<file path="src/rtl/jtopl_wr_sched.sv">
// jtopl_wr_sched
//  CPU-side write scheduler for the OPL operator/channel register file.
//  Latches the OPL address/data port pair and queues data writes. Each queued
//  write is decoded into a group/subslot select and a single update strobe.
//  The strobe is held for HOLD_CEN cen ticks, which is one full 18-slot round
//  plus the pipeline drain, so the rotating slot counter is certain to meet it.
//  Registers 0x01 (wave_mode) and 0xBD (rhythm, depths) are owned here. Writes
//  to them bypass the queue and update on the next clk.
//
//  Optional feature: define JTOPL_WRQ_FIFO_EN to get a DEPTH-entry circular
//  FIFO. Without it the queue is a single holding register (capacity 1).
//
//  Parameters: HOLD_CEN (>=2) cen ticks a strobe is held.
//              DEPTH (FIFO build only, power of two, >=2) queue entries.
//  Ports:
//   clk, rst              clock, synchronous active-high reset
//   cen                   clock enable, one register-file slot per cen
//   cpu_wr/cpu_a0/cpu_din CPU strobe, port select (0 addr, 1 data), data
//   busy                  queue full; data writes while busy are dropped
//   write                 one-clk pulse when a decoded write is launched
//   din                   register-file data, stable from write until done
//   sel_group/sel_sub     target group / subslot
//   up_*                  one-hot operator/channel update strobes
//   wave_mode             reg 0x01 bit 5
//   am_dep/vib_dep/rhy_en/rhy_kon  reg 0xBD bits 7/6/5/4:0
module jtopl_wr_sched #(
  parameter int HOLD_CEN = 21
`ifdef JTOPL_WRQ_FIFO_EN
  ,
  parameter int DEPTH    = 4
`endif
) (
  input  logic       clk,
  input  logic       rst,
  input  logic       cen,
  input  logic       cpu_wr,
  input  logic       cpu_a0,
  input  logic [7:0] cpu_din,
  output logic       busy,
  output logic       write,
  output logic [7:0] din,
  output logic [1:0] sel_group,
  output logic [2:0] sel_sub,
  output logic       up_mult,
  output logic       up_ksl_tl,
  output logic       up_ar_dr,
  output logic       up_sl_rr,
  output logic       up_wav,
  output logic       up_fnumlo,
  output logic       up_fnumhi,
  output logic       up_fbcon,
  output logic       wave_mode,
  output logic       rhy_en,
  output logic [4:0] rhy_kon,
  output logic       am_dep,
  output logic       vib_dep
);

  localparam int CW = $clog2(HOLD_CEN + 1);

  typedef enum logic [1:0] {IDLE, LAUNCH, HOLD, DONE} state_t;

  state_t        state;
  logic [7:0]    addr_q;
  logic [CW-1:0] hold_cnt;
  logic [7:0]    ups;
  logic          is_global;
  logic          push_req;
  logic          push_ok;
  logic          pop;
  logic          q_empty;
  logic [15:0]   head;
  logic [7:0]    head_addr;
  logic [7:0]    head_data;
  logic          dec_valid;
  logic [1:0]    dec_group;
  logic [2:0]    dec_sub;
  logic [7:0]    dec_up;

  assign is_global = (addr_q == 8'h01) || (addr_q == 8'hBD);
  assign push_req  = cpu_wr && cpu_a0 && !is_global;
  // A full queue still accepts a push in the clk its head is popped.
  assign push_ok   = push_req && (!busy || pop);
  assign pop       = (state == IDLE) && !q_empty;
  assign head_addr = head[15:8];
  assign head_data = head[7:0];

  // Address latch and the two global registers; never blocked by the queue.
  always_ff @(posedge clk) begin
    if (rst) begin
      addr_q    <= 8'h00;
      wave_mode <= 1'b0;
      am_dep    <= 1'b0;
      vib_dep   <= 1'b0;
      rhy_en    <= 1'b0;
      rhy_kon   <= 5'd0;
    end else if (cpu_wr) begin
      if (!cpu_a0)
        addr_q <= cpu_din;
      else if (addr_q == 8'h01)
        wave_mode <= cpu_din[5];
      else if (addr_q == 8'hBD)
        {am_dep, vib_dep, rhy_en, rhy_kon} <= cpu_din;
    end
  end

`ifdef JTOPL_WRQ_FIFO_EN
  localparam int AW = $clog2(DEPTH);

  logic [15:0]   mem [DEPTH];
  logic [AW-1:0] wr_ptr;
  logic [AW-1:0] rd_ptr;
  logic [AW:0]   count;

  assign busy    = (count == (AW+1)'(DEPTH));
  assign q_empty = (count == '0);
  assign head    = mem[rd_ptr];

  // Storage has no reset; only pointers and occupancy define validity.
  always_ff @(posedge clk) begin
    if (push_ok)
      mem[wr_ptr] <= {addr_q, cpu_din};
  end

  always_ff @(posedge clk) begin
    if (rst) begin
      wr_ptr <= '0;
      rd_ptr <= '0;
      count  <= '0;
    end else begin
      if (push_ok)
        wr_ptr <= wr_ptr + 1'b1;
      if (pop)
        rd_ptr <= rd_ptr + 1'b1;
      if (push_ok && !pop)
        count <= count + 1'b1;
      else if (pop && !push_ok)
        count <= count - 1'b1;
    end
  end
`else
  logic        q_valid;
  logic [15:0] q_data;

  assign busy    = q_valid;
  assign q_empty = !q_valid;
  assign head    = q_data;

  always_ff @(posedge clk) begin
    if (rst) begin
      q_valid <= 1'b0;
      q_data  <= 16'h0000;
    end else if (push_ok) begin
      q_data  <= {addr_q, cpu_din};
      q_valid <= 1'b1;
    end else if (pop) begin
      q_valid <= 1'b0;
    end
  end
`endif

  // Address decode of the queue head. Operator blocks use offsets 0x00-0x15
  // with subslots 6/7 unpopulated; channel blocks use channels 0-8.
  always_comb begin
    dec_valid = 1'b0;
    dec_group = 2'd0;
    dec_sub   = 3'd0;
    dec_up    = 8'h00;
    case (head_addr[7:5])
      3'd1, 3'd2, 3'd3, 3'd4, 3'd7: begin
        if (head_addr[4:0] <= 5'h15 && head_addr[2:0] < 3'd6) begin
          dec_valid = 1'b1;
          dec_group = head_addr[4:3];
          dec_sub   = head_addr[2:0];
          case (head_addr[7:5])
            3'd1:    dec_up[0] = 1'b1;
            3'd2:    dec_up[1] = 1'b1;
            3'd3:    dec_up[2] = 1'b1;
            3'd4:    dec_up[3] = 1'b1;
            default: dec_up[4] = 1'b1;
          endcase
        end
      end
      3'd5, 3'd6: begin
        if (head_addr[3:0] <= 4'd8 && !(head_addr[7:5] == 3'd6 && head_addr[4])) begin
          dec_valid = 1'b1;
          if (head_addr[7:5] == 3'd6)
            dec_up[7] = 1'b1;
          else if (head_addr[4])
            dec_up[6] = 1'b1;
          else
            dec_up[5] = 1'b1;
          // 3-bit wrap makes ch-6 correct for ch=8 (0-6 = 2 mod 8).
          if (head_addr[3:0] < 4'd3) begin
            dec_group = 2'd0;
            dec_sub   = head_addr[2:0];
          end else if (head_addr[3:0] < 4'd6) begin
            dec_group = 2'd1;
            dec_sub   = head_addr[2:0] - 3'd3;
          end else begin
            dec_group = 2'd2;
            dec_sub   = head_addr[2:0] - 3'd6;
          end
        end
      end
      default: ;
    endcase
  end

  // Launch FSM. The hold counter starts counting on the launch clk, so the
  // strobe spans exactly HOLD_CEN cen ticks. Invalid entries are popped in
  // IDLE and dropped without leaving IDLE.
  always_ff @(posedge clk) begin
    if (rst) begin
      state     <= IDLE;
      write     <= 1'b0;
      din       <= 8'h00;
      sel_group <= 2'd0;
      sel_sub   <= 3'd0;
      ups       <= 8'h00;
      hold_cnt  <= '0;
    end else begin
      case (state)
        IDLE: begin
          if (pop && dec_valid) begin
            din       <= head_data;
            sel_group <= dec_group;
            sel_sub   <= dec_sub;
            ups       <= dec_up;
            write     <= 1'b1;
            hold_cnt  <= '0;
            state     <= LAUNCH;
          end
        end
        LAUNCH: begin
          write <= 1'b0;
          if (cen)
            hold_cnt <= hold_cnt + 1'b1;
          state <= HOLD;
        end
        HOLD: begin
          if (cen) begin
            if (hold_cnt >= CW'(HOLD_CEN - 1)) begin
              ups      <= 8'h00;
              hold_cnt <= '0;
              state    <= DONE;
            end else begin
              hold_cnt <= hold_cnt + 1'b1;
            end
          end
        end
        default: state <= IDLE;
      endcase
    end
  end

  assign {up_fbcon, up_fnumhi, up_fnumlo, up_wav,
          up_sl_rr, up_ar_dr, up_ksl_tl, up_mult} = ups;

endmodule

</file>
<file path="config.mk">
export PLATFORM = sky130hd
export DESIGN_NAME = jtopl_wr_sched
export DESIGN_NICKNAME = d
export VERILOG_FILES = /design/src/rtl/jtopl_wr_sched.sv
export SDC_FILE = /design/constraint.sdc
export NUM_CORES = 1
export LEC_CHECK = 0
export BUFFER_PORTS_ARGS = -buffer_cell sky130_fd_sc_hd__buf_2
export CELL_PAD_IN_SITES_DETAIL_PLACEMENT = 1
export CELL_PAD_IN_SITES_GLOBAL_PLACEMENT = 1
export CORE_UTILIZATION = 30
export DETAILED_ROUTE_END_ITERATION = 6
export MAX_ROUTING_LAYER = met4
export PLACE_DENSITY_LB_ADDON = 0.1
export SYNTH_ARGS = -nofsm -noshare
export SYNTH_HDL_FRONTEND = slang
export SYNTH_SLANG_ARGS = --single-unit
</file>
<file path="constraint.sdc">
create_clock -name clk -period 2.8 [get_ports clk]
set_input_delay 0.14 -clock clk [delete_from_list [all_inputs] [get_ports clk]]
set_output_delay 0.14 -clock clk [all_outputs]
set_load 0.02 [all_outputs]
</file>
# Word level (Yosys, flattened, before mapping)
# Cells that the tools add are included.
# totals
word_cells,113
reg_bits,63
output_inout_bits,32
input_bits,13
# op_classes
reduce_logical,29
mux,43
add_sub_neg,3
n_bitwise,2
n_lt_le_gt_ge,6
n_eq_ne,15
# ops
operator,n
$mux W5,6
$mux W8,3
$mux W3,6
$mux W2,8
$pmux W8 S2,1
$pmux W5 S3,1
$mux W1,13
$eq A3 B3 Y1 const B,4
$reduce_and A4 Y1,3
$eq A8 B1 Y1 const B,1
$eq A8 B8 Y1 const B,1
$logic_and A1 B1 Y1,8
$eq A3 B2 Y1 const B,2
$ne A2 B2 Y1 const B,3
$pmux W2 S3,1
$pmux W3 S2,1
$reduce_and A2 Y1,3
$reduce_and A3 Y1,2
$reduce_bool A2 Y1,3
$add A5 B1 Y5 const B,1
$ge A5 B5 Y1 const B,1
$le A5 B5 Y1 const B,1
$reduce_or A5 Y1,1
$le A4 B4 Y1 const B,1
other kinds (18),23

# Logic depth before layout (Yosys ltp)
# Gate-level depths: netlist of run 1.
# logic_depth
ltp_word,9
mapped_depth,8
ltp_nobuf,7

# Worst setup path after synthesis of run 1
# OpenSTA, ideal clock, no wires.
# synth_timing
kind,reg-to-reg
start,"reg q_data[9], in the netlist head[9]"
end,reg ups[5]
setup_time_ns,0.121
arrival_ns,1.814
setup_slack_ns,0.865
t_required_ns,2.679
n_path_buf,0
path_stages_with_launch,8
cell_sequence,dfxtp_1 > inv_1 > ha_1 > and2b_1 > o221ai_4 > o22a_4 > a21oi_4 > mux2_4
# synth_via
elab_chain_cells,7
word_cells_on_any_way,15
cone_classes,order compare (3); eq/ne (1); mux (7); reduce/logical (4)
# synth_rtl
element,line_no,source
"start, declared",143,logic [15:0] q_data;
"start signal, assigned",154,"q_data <= {addr_q, cpu_din};"
"$le A5 B5 Y1, or another cell as far along",171,if (head_addr[4:0] <= 5'h15 && head_addr[2:0] < 3'd6) begin
$logic_and A1 B1 Y1 (on tied branches),"171, 185",
$mux W1 (on tied branches),"171, 185",
$pmux W1 S2,169,case (head_addr[7:5])
$logic_and A1 B1 Y1,225,if (pop && dec_valid) begin
$ne A2 B1 Y1 (no line),--,
$reduce_and A4 Y1 (no line),--,
"end signal, assigned",229,ups <= dec_up;
"end, declared",66,logic [7:0] ups;
# Parallel ways exist; a longest one is shown, timed or not. The select of a mux whose other input is x is not followed.
# A chain may end at the register's enable or synchronous reset.

# Worst setup path after layout of run 1
# Same ends and word-level chain as after synthesis.

==> results of run 1 <==
[stage by stage]
stage	area, µm²	power [mW]	setup WS, ps	cells	hold WS [ps]
5_1_grt	3560	2.049	339.1	511	71.86
2_1_floorplan	2997	1.028	864.7	329	283.9
3_3_place_gp	3332	1.068	603.2	495	431.3
3_5_place_dp	3332	1.070	572.5	495	440.3
6_report	3560	1.954	571.6	511	70.77
4_1_cts	3560	1.992	565.1	511	68.89
[state kept, by name, summed over array words and instances (netlist names)]
name       flops
head          16
addr_q         8
din            8
ups            8
hold_cnt       5
rhy_kon        5
sel_sub        3
sel_group      2
state          2
am_dep         1
busy           1
rhy_en         1
vib_dep        1
wave_mode      1
write          1
[layout make-up]
type	count	share of cell area, %
clock buffers	9	3.480
flip-flops and latches	63	35.43
multi-input cells	235	44.68
well taps	133	4.675
repair buffers	49	7.241
inverters	15	1.582
clock inverters	7	2.917
[kinds of logic (layout without fill, tap and decap cells)]
| group | count (synthesis) | in the layout | share of synthesized area [%] |
|---|---|---|---|
| AOI/OAI and AO/OA | 62 | 62 | 15.53 |
| buffers and inverters | 31 | 80 | 4.843 |
| DFF | 63 | 63 | 42.09 |
| and+or+nand+nor | 119 | 119 | 18.46 |
| adders and majority gates | 11 | 11 | 4.593 |
| xor gates and xnor gates | 1 | 1 | 0.2923 |
| muxes | 42 | 42 | 14.20 |
[metal layers]
metal	part of all wire, %	routed length [µm]	track usage, %
met4	1.6	119	5.165
met5	0	0	-
met1	49	3696	20.28
met3	3.5	267	4.104
met2	46	3475	25.99
[power by group through the flow]
stage	clock [mW]	combinational, mW	sequential (mW)
finish	0.909	0.118	0.928
global route	0.987	0.132	0.930
CTS	0.943	0.121	0.928
detailed placement	0	0.121	0.949
global placement	0	0.119	0.949
floorplan	0	0.0844	0.943
[worst register-to-register path: stages (launching register included)]
cell and delay, ps:
dfxtp_1 390, inv_1 140, ha_1 140, and2b_1 200
o221ai_4 200, o22a_4 360, a21oi_4 370, mux2_4 330
[placed cells by master (no fill, tap or decap), types with 2 or more instances in the layout]
cell type	instances
o221a_2	2
and2_1	2
buf_2	44
a21o_1	2
clkbuf_8	9
o211ai_1	3
o211a_1	3
or2_2	2
nand3b_1	2
mux2i_1	41
inv_1	15
nor2b_1	5
bufinv_16	2
nor2_1	47
ha_1	11
o32ai_1	3
clkinv_4	3
nand3_1	9
nand2b_1	3
nand4_1	3
inv_6	2
o21ai_0	11
buf_4	5
nand2_1	36
a211oi_1	5
dfxtp_1	63
a21oi_1	21
[synth_stat cells, drive strengths merged, types with 3 or more instances]
library cell / instances / area [µm²]
dfxtp: 63 / 1261
nor2: 47 / 176.4
mux2i: 41 / 410.4
nand2: 36 / 135.1
a21oi: 22 / 121.4
inv: 15 / 56.30
o21ai: 12 / 63.81
ha: 11 / 137.6
buf: 9 / 62.55
nand3: 9 / 45.04
clkbuf: 7 / 26.28
a211oi: 5 / 37.54
nor2b: 5 / 31.28
nand2b: 3 / 18.77
nand4: 3 / 18.77
o211a: 3 / 30.03
o211ai: 3 / 22.52
o32ai: 3 / 26.28
[path summary, 6_finish.rpt]
kind / slack [ps] / depth (start not counted) / to / startpoint
setup reg to reg: 570 / 7 / ups[5] / head[9]
setup / recovery: 570 / 7 / ups[5] / head[9]
hold / removal: 70 / 3 / rhy_kon[0] / cpu_din[0]
hold reg to reg: 460 / 2 / ups[6] / ups[6]
==> flow_summary.toml, run 1 <==
[global_route]
grt_pass1_wl_um = 12380
grt_antenna_before_repair = 0
grt_usage_pct = 16.32
overflow = 0
grt_pass1_vias = 2419
grt_max_degree = 47

[die]
dieWidth_um = 101.9
core.rowCount = 36
boundaryPins = 45
core_um2 = 9729
initial_core_util_pct = 30.80
floorplan.die_area_um2 = 10390
die_h_um = 101.9

[synth]
synth_nets = 353
ys_warn_count = 0
netlist-cell-type-count = 49
synthArstFlopShare_pct = 0
synthFlopType = "dfxtp_1"
yosys_register_bits = 63
synthCells = 329
netlist_area_um2 = 2997
ys_seq_area_share_pct = 42.09
synth_edf_count = 0
avgSynthCellArea_um2 = 9.108

[clocking]
tritoncts = "yes"
post_cts.repair.setup_buffers = 0
cts.clk_slew.worst_paths_ps = 80
cts.path.max_buffers = 2
postCtsHoldBufs = 0
cts_resized = 0
worstSkewPairLatency_ps = 350
cts_sinks = 63
cts_made_buffers = 9
htreeDepth = 3
clock-root-buffer = "clkbuf_8"

[critical_path]
path_buf_inv = 1
crit_path_max_incr_delay_ps = 390
cp-start-kind = "flip-flop"
path_delay_family = "compound AO/OA/AOI/OAI gates"
critPathKind = "reg -> reg"
required_ps = 3040
path_cells = "inv_1 > ha_1 > and2b_1 > o221ai_4 > o22a_4 > a21oi_4 > mux2_4"
cp_max_fo = 13
arrival_ps = 2470
crit_path_end_kind = "flip-flop"
cp_slowest_cell = "dfxtp_1"

[placement]
gp_congestion = 0.7841
port_buffers = 44
dpl.hpwl_um = 5635

[timing]
drv_slew = 0
skew_ps = 12.60
hold_viol = 0
min_period_ps = 2228
rsz0062_at_grt = "no"
tightest_slew_ps = 913.6
maxSlewHeadroom_pct = 38.97
fin_crit_sh_pct = 79.58
clock.fmax_mhz = 448.8
setup_violations = 0
setup_tns_ps = 0

[drt]
wl_um = 7558
drc = 0
via_per_inst = 4.763
antenna_left = 0
wl_per_cell_um = 14.79
first_pass_iters = 4
vias = 2434
drtIter0Drc = 60

[pwr]
vdd_drop_max_uv = 243.5
combPwrFrac_pct = 6.0
p_clk_share_pct = 46.5
p_sw_uw = 486.6
sw_frac_of_total_pct = 24.90
powerDensity_nw_per_um2 = 549.0
p_seq_share_pct = 47.5
p_leak_nw = 1.478
p_int_mw = 1.468

[layout]
final_nets = 397
fillers = 1182
antenna_cells = 0
multi_input_area_um2 = 1590
drive_gt1_share_pct = 20.63
areaGrowthSynthToFinish_pct = 18.79
utilization_pct = 36.59
seqCellArea_um2 = 1261

[min_path]
hp-class = "in -> reg"

[job]
drv_cap = 0

[run_status]
status = "completed"
(Power assumes the default switching activity.)
==> run 2, diff against run 1 <==
clock period = 2.1 ns   (was 2.8 ns; I/O delays follow)
==> flow_summary.toml, run 2 (synthesized netlist as in run 1, its figures left out) <==
[critical_path]
critPathCapture = "state[0]"
worstReg2RegEnd = "state[0]"
cp-start-kind = "flip-flop"
ff2ff_setup_slack_ps = 100
required_ps = 2330
cp-startpoint = "head[9]"
arrival_ps = 2230
r2r-start = "head[9]"
crit_path_end_kind = "flip-flop"
critPathKind = "reg -> reg"
reg2reg_depth = 8
cp_max_fo = 8

[pwr]
powerDensity_nw_per_um2 = 694.5
p_seq_share_pct = 46.8
combPwrFrac_pct = 6.8
vdd_drop_max_uv = 272.8
p_sw_uw = 637.6
p_leak_nw = 1.609
p_clk_share_pct = 46.4
total_power_mw = 2.635
p_int_mw = 1.997
sw_frac_of_total_pct = 24.20

[die]
initial_core_util_pct = 30.80
dieWidth_um = 101.9
die_h_um = 101.9
boundaryPins = 45
floorplan.die_area_um2 = 10390
core.rowCount = 36
core_um2 = 9729

[clocking]
clock-root-buffer = "clkbuf_8"
tritoncts = "yes"
worstSkewPairLatency_ps = 340
cts_made_buffers = 9
cts_sinks = 63
htreeDepth = 3
cts.clk_slew.worst_paths_ps = 80
cts.path.max_buffers = 2

[placement]
port_buffers = 44
dpl.hpwl_um = 5693
gp_congestion = 0.8106
post-place-ws_ps = -25.41
post_dp_cell_area_um2 = 3475

[layout]
largest_reg_flops = 16
fillers = 1177
final_nets = 422
drive_gt1_share_pct = 27.05
seqCellArea_um2 = 1264
final_cell_mix = "dfxtp_1, nor2_1, buf_2"
areaGrowthSynthToFinish_pct = 26.60
final_cell_area_um2 = 3794
multi_input_area_um2 = 1614
antenna_cells = 0
final_common_cell = "dfxtp_1"

[timing]
min_period_ps = 1998
skew_ps = 9.766
fin_ws_ps = 102.1
hold_viol = 0
setup_violations = 0
clock.fmax_mhz = 500.5
tightest_slew_ps = 545.6
fin_crit_sh_pct = 95.14
maxSlewHeadroom_pct = 63.58
drv_slew = 0

[global_route]
overflow = 0
grt_pass1_wl_um = 12970
grt_usage_pct = 16.79
grt_antenna_before_repair = 0
grt_pass1_vias = 2479
grt_max_degree = 43

[drt]
first_pass_iters = 4
antenna_left = 0
via_per_inst = 4.705
wl_um = 7676
drc = 0
vias = 2522
drtIter0Drc = 70
wl_per_cell_um = 14.32

[min_path]
hp-class = "in -> reg"

[run_status]
status = "completed"

[job]
drv_cap = 0
## run 2: changes by cell type in the layout (fill, tap and decap cells not counted), moves of 2 or more
cell     before  now
buf_4         5   28
dfxtp_1      63   61
dfxtp_2       0    2
inv_6         2    0
## run 2: area by class of cell
class	instances	area share, %
multi-input cells	235	42.55
repair buffers	74	12.17
clock buffers	10	3.628
flip-flops and latches	63	33.31
clock inverters	6	2.474
inverters	15	1.484
well taps	133	4.387
## run 2: what timing repair did
item / 4_1_cts / 5_1_grt
buffers inserted: 0 / 6
resized for setup: 1 / 7
endpoints found under the setup margin: 8 / 27
hold buffers: 0 / 0
pin swaps: 0 / 5
hold endpoints to repair: 0 / 0
## run 2: power by group through the flow
stage	Clock, mW	Combinational, mW	Sequential, mW
after floorplan	0	0.113	1.26
after detailed placement	0	0.172	1.26
after global placement	0	0.170	1.26
after global routing	1.33	0.201	1.24
final	1.22	0.179	1.23
after CTS	1.27	0.173	1.23
## run 2: metal layers
| metal | GRT usage [%] | wire length, µm | vias up |
|---|---|---|---|
| met2 | 25.68 | 3518 | 35 |
| met3 | 3.557 | 199 | 5 |
| met1 | 22.38 | 3878 | 1206 |
| met5 | - | 0 | - |
| met4 | 4.615 | 79 | 0 |
| li1 | - | - | 1276 |
## run 2: through the flow
| step | hold WS (ps) | TNS, ps | std cells | util, % |
|---|---|---|---|---|
| after global routing | 59.11 | -10.14 | 536 | 38.99 |
| after global placement | 395.0 | -31.43 | 514 | 35.71 |
| after CTS | 38.43 | 0 | 530 | 38.16 |
| final | 58.82 | 0 | 536 | 38.99 |
| after floorplan | 248.9 | 0 | 329 | - |
| after detailed placement | 406.8 | -78.24 | 514 | 35.71 |
## run 2: how the worst min path moves through the flow
stage | from | endpoint | depth (start not counted)
finish | cpu_din[7] | am_dep | 3
global route | cpu_din[0] | addr_q[0] | 3
CTS | cpu_din[0] | head[0] | 3
detailed placement | cpu_din[0] | head[0] | 3
global placement | cpu_din[0] | head[0] | 3
floorplan | cpu_din[7] | am_dep | 2
## run 2: worst max-delay path: stages (launching register included)
cell and delay (ps):
dfxtp_1 310, buf_4 160, ha_1 190, a21oi_1 240, o21ai_4 140, o211ai_1 360, buf_4 190, nand2_1 50
a32o_1 250
